===== config.mk =====
export PLATFORM = sky130hd
export DESIGN_NAME = hazard5_muldiv_seq
export DESIGN_NICKNAME = d
export VERILOG_FILES = /design/src/rtl/hazard5_muldiv_seq_pkg.sv /design/src/rtl/hazard5_muldiv_step.sv /design/src/rtl/hazard5_muldiv_seq.sv
export SDC_FILE = /design/constraint.sdc
export NUM_CORES = 1
export LEC_CHECK = 0
export BUFFER_PORTS_ARGS = -buffer_cell sky130_fd_sc_hd__buf_2
export CORE_ASPECT_RATIO = 0.5
export CORE_MARGIN = 4
export CORE_UTILIZATION = 57
export CTS_CLUSTER_SIZE = 16
export DETAILED_ROUTE_END_ITERATION = 8
export GPL_TIMING_DRIVEN = 0
export PLACE_DENSITY = 0.76
export SYNTH_ARGS = -nofsm -noshare
export SYNTH_HDL_FRONTEND = slang
export SYNTH_SLANG_ARGS = --single-unit

===== constraint.sdc =====
create_clock -name clk -period 9.3 [get_ports clk]
set_input_delay 1.395 -clock clk [delete_from_list [all_inputs] [get_ports clk]]
set_output_delay 1.395 -clock clk [all_outputs]
set_load 0.02 [all_outputs]

===== src/rtl/hazard5_muldiv_seq_pkg.sv =====
// Shared definitions for the Hazard5 iterative multiply/divide unit:
// funct3 operation encodings, FSM state encodings and small op-decode helpers.
package hazard5_muldiv_seq_pkg;

  // RV32M funct3 encodings.
  typedef enum logic [2:0] {
    MOpMul    = 3'b000,
    MOpMulh   = 3'b001,
    MOpMulhsu = 3'b010,
    MOpMulhu  = 3'b011,
    MOpDiv    = 3'b100,
    MOpDivu   = 3'b101,
    MOpRem    = 3'b110,
    MOpRemu   = 3'b111
  } m_op_e;

  typedef enum logic [1:0] {
    StIdle = 2'b00,
    StRun  = 2'b01,
    StDone = 2'b10
  } state_e;

  function automatic logic op_is_div(m_op_e op);
    return op[2];
  endfunction

  // rs1 is treated as signed for MULH, MULHSU, DIV and REM.
  function automatic logic op_signed_a(m_op_e op);
    return (op == MOpMulh) || (op == MOpMulhsu) || (op == MOpDiv) || (op == MOpRem);
  endfunction

  // rs2 is treated as signed for MULH, DIV and REM.
  function automatic logic op_signed_b(m_op_e op);
    return (op == MOpMulh) || (op == MOpDiv) || (op == MOpRem);
  endfunction

endpackage


===== src/rtl/hazard5_muldiv_step.sv =====
// One combinational iteration of the multiply/divide datapath.
// Multiply: add operand into the upper half when the multiplier LSB is set, then shift right.
// Divide: shift left, compare-subtract the divisor, shift the quotient bit in at the bottom.
module hazard5_muldiv_step #(
  parameter int unsigned XLEN = 32
) (
  input  logic [2*XLEN-1:0] acc_i,
  input  logic [XLEN-1:0]   opnd_i,
  input  logic              is_div_i,
  output logic [2*XLEN-1:0] acc_o
);

  logic [XLEN:0] add_sum;
  logic [XLEN:0] part;
  logic [XLEN:0] diff;

  // Single shift-add or restoring shift-subtract step.
  always_comb begin
    add_sum = {1'b0, acc_i[2*XLEN-1:XLEN]} + (acc_i[0] ? {1'b0, opnd_i} : {(XLEN+1){1'b0}});
    part    = acc_i[2*XLEN-1:XLEN-1];
    diff    = part - {1'b0, opnd_i};
    if (is_div_i) begin
      // Top bit of diff is the borrow: clear means partial remainder >= divisor.
      if (!diff[XLEN]) begin
        acc_o = {diff[XLEN-1:0], acc_i[XLEN-2:0], 1'b1};
      end else begin
        acc_o = {part[XLEN-1:0], acc_i[XLEN-2:0], 1'b0};
      end
    end else begin
      acc_o = {add_sum, acc_i[XLEN-1:1]};
    end
  end

endmodule


===== src/rtl/hazard5_muldiv_seq.sv =====
// Hazard5 iterative RV32M multiply/divide unit.
// Operates on operand magnitudes, one (or two) bits per cycle, with sign correction applied
// while presenting the single-cycle result strobe.
// Build option: define HAZARD5_MULDIV_UNROLL2_EN to chain two step instances per cycle,
// halving the iteration count; results are identical in both builds.
module hazard5_muldiv_seq
  import hazard5_muldiv_seq_pkg::*;
#(
  parameter int unsigned XLEN = 32
) (
  input  logic            clk,
  input  logic            rst_n,
  input  logic            op_vld,
  output logic            op_rdy,
  input  logic [2:0]      op,
  input  logic [XLEN-1:0] op_a,
  input  logic [XLEN-1:0] op_b,
  input  logic            op_kill,
  output logic [XLEN-1:0] result,
  output logic            result_vld
);

  localparam int unsigned CtrW = $clog2(XLEN) + 1;
`ifdef HAZARD5_MULDIV_UNROLL2_EN
  localparam logic [CtrW-1:0] CtrInit = CtrW'(XLEN / 2);
`else
  localparam logic [CtrW-1:0] CtrInit = CtrW'(XLEN);
`endif

  state_e              state_q, state_d;
  logic [CtrW-1:0]     ctr_q, ctr_d;
  logic [2*XLEN-1:0]   acc_q, acc_d;
  logic [XLEN-1:0]     opnd_q, opnd_d;
  m_op_e               op_q, op_d;
  logic                sign_a_q, sign_a_d;
  logic                sign_b_q, sign_b_d;

  m_op_e               op_in;
  logic                in_sign_a, in_sign_b;
  logic [XLEN-1:0]     mag_a, mag_b;
  logic [2*XLEN-1:0]   step0_acc, step_acc;

  assign op_in     = m_op_e'(op);
  assign in_sign_a = op_signed_a(op_in) && op_a[XLEN-1];
  assign in_sign_b = op_signed_b(op_in) && op_b[XLEN-1];
  assign mag_a     = in_sign_a ? -op_a : op_a;
  assign mag_b     = in_sign_b ? -op_b : op_b;

  hazard5_muldiv_step #(
    .XLEN(XLEN)
  ) u_step0 (
    .acc_i   (acc_q),
    .opnd_i  (opnd_q),
    .is_div_i(op_is_div(op_q)),
    .acc_o   (step0_acc)
  );

`ifdef HAZARD5_MULDIV_UNROLL2_EN
  hazard5_muldiv_step #(
    .XLEN(XLEN)
  ) u_step1 (
    .acc_i   (step0_acc),
    .opnd_i  (opnd_q),
    .is_div_i(op_is_div(op_q)),
    .acc_o   (step_acc)
  );
`else
  assign step_acc = step0_acc;
`endif

  // Next-state logic: accept in IDLE, iterate in RUN, single DONE cycle, kill returns to IDLE.
  always_comb begin
    state_d  = state_q;
    ctr_d    = ctr_q;
    acc_d    = acc_q;
    opnd_d   = opnd_q;
    op_d     = op_q;
    sign_a_d = sign_a_q;
    sign_b_d = sign_b_q;
    unique case (state_q)
      StIdle: begin
        if (op_vld && !op_kill) begin
          op_d     = op_in;
          sign_a_d = in_sign_a;
          sign_b_d = in_sign_b;
          ctr_d    = CtrInit;
          state_d  = StRun;
          // Divide: dividend in the low half; multiply: multiplier in the low half.
          if (op_is_div(op_in)) begin
            acc_d  = {{XLEN{1'b0}}, mag_a};
            opnd_d = mag_b;
          end else begin
            acc_d  = {{XLEN{1'b0}}, mag_b};
            opnd_d = mag_a;
          end
        end
      end
      StRun: begin
        if (op_kill) begin
          state_d = StIdle;
        end else begin
          acc_d = step_acc;
          ctr_d = ctr_q - 1'b1;
          if (ctr_q == CtrW'(1)) begin
            state_d = StDone;
          end
        end
      end
      StDone: begin
        state_d = StIdle;
      end
      default: begin
        state_d = StIdle;
      end
    endcase
  end

  // State registers with asynchronous reset.
  always_ff @(posedge clk or negedge rst_n) begin
    if (!rst_n) begin
      state_q  <= StIdle;
      ctr_q    <= '0;
      acc_q    <= '0;
      opnd_q   <= '0;
      op_q     <= MOpMul;
      sign_a_q <= 1'b0;
      sign_b_q <= 1'b0;
    end else begin
      state_q  <= state_d;
      ctr_q    <= ctr_d;
      acc_q    <= acc_d;
      opnd_q   <= opnd_d;
      op_q     <= op_d;
      sign_a_q <= sign_a_d;
      sign_b_q <= sign_b_d;
    end
  end

  logic [2*XLEN-1:0] prod;
  logic [XLEN-1:0]   quot, rem;
  logic              quot_neg;

  assign prod     = (sign_a_q ^ sign_b_q) ? -acc_q : acc_q;
  assign quot_neg = (sign_a_q ^ sign_b_q) && (opnd_q != '0);
  assign quot     = quot_neg ? -acc_q[XLEN-1:0] : acc_q[XLEN-1:0];
  assign rem      = sign_a_q ? -acc_q[2*XLEN-1:XLEN] : acc_q[2*XLEN-1:XLEN];

  // Outputs: ready only in IDLE; sign-corrected result strobed in DONE unless killed.
  always_comb begin
    op_rdy     = (state_q == StIdle);
    result     = '0;
    result_vld = 1'b0;
    if (state_q == StDone) begin
      result_vld = !op_kill;
      unique case (op_q)
        MOpMul:                      result = prod[XLEN-1:0];
        MOpMulh, MOpMulhsu, MOpMulhu: result = prod[2*XLEN-1:XLEN];
        MOpDiv, MOpDivu:             result = quot;
        MOpRem, MOpRemu:             result = rem;
        default:                     result = '0;
      endcase
    end
  end

endmodule


==> flow_summary.ini <==
[synth]
syn_nets = 2065
avgSynthCellArea_um2 = 7.17
syn_area_um2 = 13800
synth_area_leaders = dfrtp_1 20%, xnor2_1 8.1%, a21oi_1 7.2%
synthCells = 1922
yosysUniqueCellTypes = 72
synth.top_cell.area_share_pct = 19.8
seq_area_frac_synth_pct = 19.8
synth_top_cell_by_area = dfrtp_1
synth.most_common_cell = nor2_1
synth_edf_count = 0
synth.top_cells.by_count = 218 x nor2_1, 199 x a21oi_1, 182 x nand2_1
async_reset_ff_share_pct = 100
yosys_warnings = 0
synth_flop_cell = dfrtp_1
ys_ff_latch = 109

[route]
drc = 0
ant_nets = 0
wl_met1_um = 23600
route.met3.wl_um = 8590
top_layer = met4
drtIter0Drc = 2179
vias = 15600
post_drt_wl_per_cell_um = 24.2
route.met2.wl_um = 22600
wl_um = 56800
viasPerCell = 6.64
drtPass1Iterations = 6

[setup_path]
critical_path_class = flop to output port
cp-start-kind = flop
cp_top_family = simple AND/OR/NAND/NOR gates
slowest_delay_ns = 0.95
crit_buf_inv = 3
critPathSlowestCell = nor4_1
cp.required_ns = 7.91
endpoint_kind = output port
crit_fanout = 10
critical_path_arrival_ns = 5.36
reg2reg_slack_ns = 4.63
cp_cell_sequence = inv_1 > clkbuf_1 > ha_1 > nor4b_1 > nand4_1 > nor4_1 > a21oi_1 > xor2_1 > a221oi_1 > a211oi_1 > buf_2

[power]
ir_drop_uv = 149
p_leak_nw = 6.28
finalPower_w = 0.00485
p_per_area_nw_per_um2 = 322

[timing]
period_needed_ns = 6.76
rsz0062_at_grt = no
max-slew-margin-rel_pct = 2.50
worst_pin_slew_ns = 1.46
tns_ns = 0
clock_skew_ns = 0.0108
hold_ws_ns = 0.531
fmax_mhz = 148
period_share_pct = 72.7
finalHoldViolCount = 0
setup_violations = 0
maxSlewViolCount = 0

[cts]
postCtsSetupRepairBufs = 0
holdBufCountCts = 0
clockBufferDepth = 2
cts_max_level = 3
clock_sinks = 109
path_clk_slew_ns = 0.09
cts_resized = 0
clockRootBuffer = clkbuf_16
cts_tree = built
clock_latency_ns = 0.41
cts_made_buffers = 9

[global_routing]
grt_overflow = 0
grt_pass1_wl_um = 85000
grt_pass1_vias = 14200
antenna_found_initial = 0
grt_max_degree = 70
track_usage_pct = 40.7

[die]
io_pins = 105
die_x_um = 228
start_util_pct = 59.2
die_h_um = 118
num_rows = 39
coreArea_um2 = 23300
die_area_um2 = 26900

[placement]
place_congestion = 1.05
dp_hpwl_um = 44900
dpl_cell_area_um2 = 14700
io_buffers = 103

[outcome]
outcome = finished, final reports clean

[cells_and_area]
design_area_um2 = 15100
syn2layout_area_growth_pct = 9.22
nFillCells = 2192
drive_above_1_share_pct = 7.88
n_antenna_cell = 0
nets = 2181

[worst_hold_path]
hp-class = flop to flop

[job]
max_cap_viol_count = 0
worst register-to-register path: stages (launching register included):
cell      delay (ns)
dfrtp_1         0.63
inv_1           0.28
ha_1            0.30
fa_1            0.39
nand2b_1        0.20
a21oi_1         0.29
o211ai_1        0.26
a21oi_1         0.23
o41ai_2         0.14
xnor2_1         0.81
clkbuf_1        0.61
mux2i_1         0.27
o21ai_0         0.12
path summary, 6_finish.rpt:
check / startpoint / to / cells after the start
worst min-delay path: ctr_q[5] / ctr_q[5] / 2
worst min register to register: ctr_q[5] / ctr_q[5] / 2
min in group asynchronous: rst_n / acc_q[7] / 1
worst max-delay path: acc_q[0] / result[20] / 11
worst max register to register: acc_q[31] / acc_q[58] / 12
max in group asynchronous: rst_n / ctr_q[0] / 2
layout make-up:
class                   instances  area (µm²)  share of cell area, %
plain buffers                 136         527                   3.50
clock buffers                   9         225                   1.50
clock inverters                 7        98.8                  0.656
inverters                      62         233                   1.55
multi-input cells            1615       10300                   68.4
flip-flops and latches        109        2730                   18.1
well taps                     307         384                   2.55
repair buffers                105         557                   3.70
per-layer routing:
metal	vias up	GRT usage, %
met2	977	57.9
met4	0	13.6
met5	-	0
li1	7207	-
met1	7273	55.6
met3	138	16.9
cell usage in the layout (no fill, tap or decap), types with 50 or more instances in the layout:
master    synthesis  routed
a21oi_1         199     199
buf_2             2     104
clkbuf_1        123     123
dfrtp_1         109     109
ha_1             70      70
inv_1            61      61
mux2i_1          50      50
nand2_1         182     182
nor2_1          218     218
o21ai_0         171     171
xnor2_1         128     128
xor2_1           80      80
cells by family (layout without fill, tap and decap cells):
logic type,after synthesis,in the layout,synth area share (%)
compound gates,626,626,28.1
xor+xnor,208,208,13.2
fa+ha+maj,72,72,6.64
buf+inv,198,319,5.51
flops,109,109,19.8
mux,64,64,4.77
simple gates,645,645,22.0
stage by stage:
step           instances  setup WS [ns]  utilization [%]
2_1_floorplan       1922           4.33                -
3_3_place_gp        2332           3.20             63.1
3_5_place_dp        2334           3.19             63.3
4_1_cts             2350           2.76             64.7
5_1_grt             2350           2.28             64.7
6_report            2350           2.54             64.7
sequential cells by signal (all words and copies together) (netlist names):
signal and cells:
ctr_q 6, sign_a_q 1, sign_b_q 1, opnd_q 32, state_q 2, op_q 3
acc_q 64
power by group:
part | switching, W | internal [W] | total, W
clock | 0.000247 | 0.000200 | 0.000447
combinational | 0.00225 | 0.00127 | 0.00351
sequential | 0.000247 | 0.000640 | 0.000887
total | 0.00274 | 0.00211 | 0.00485
Power figures use the tool's default switching activity.
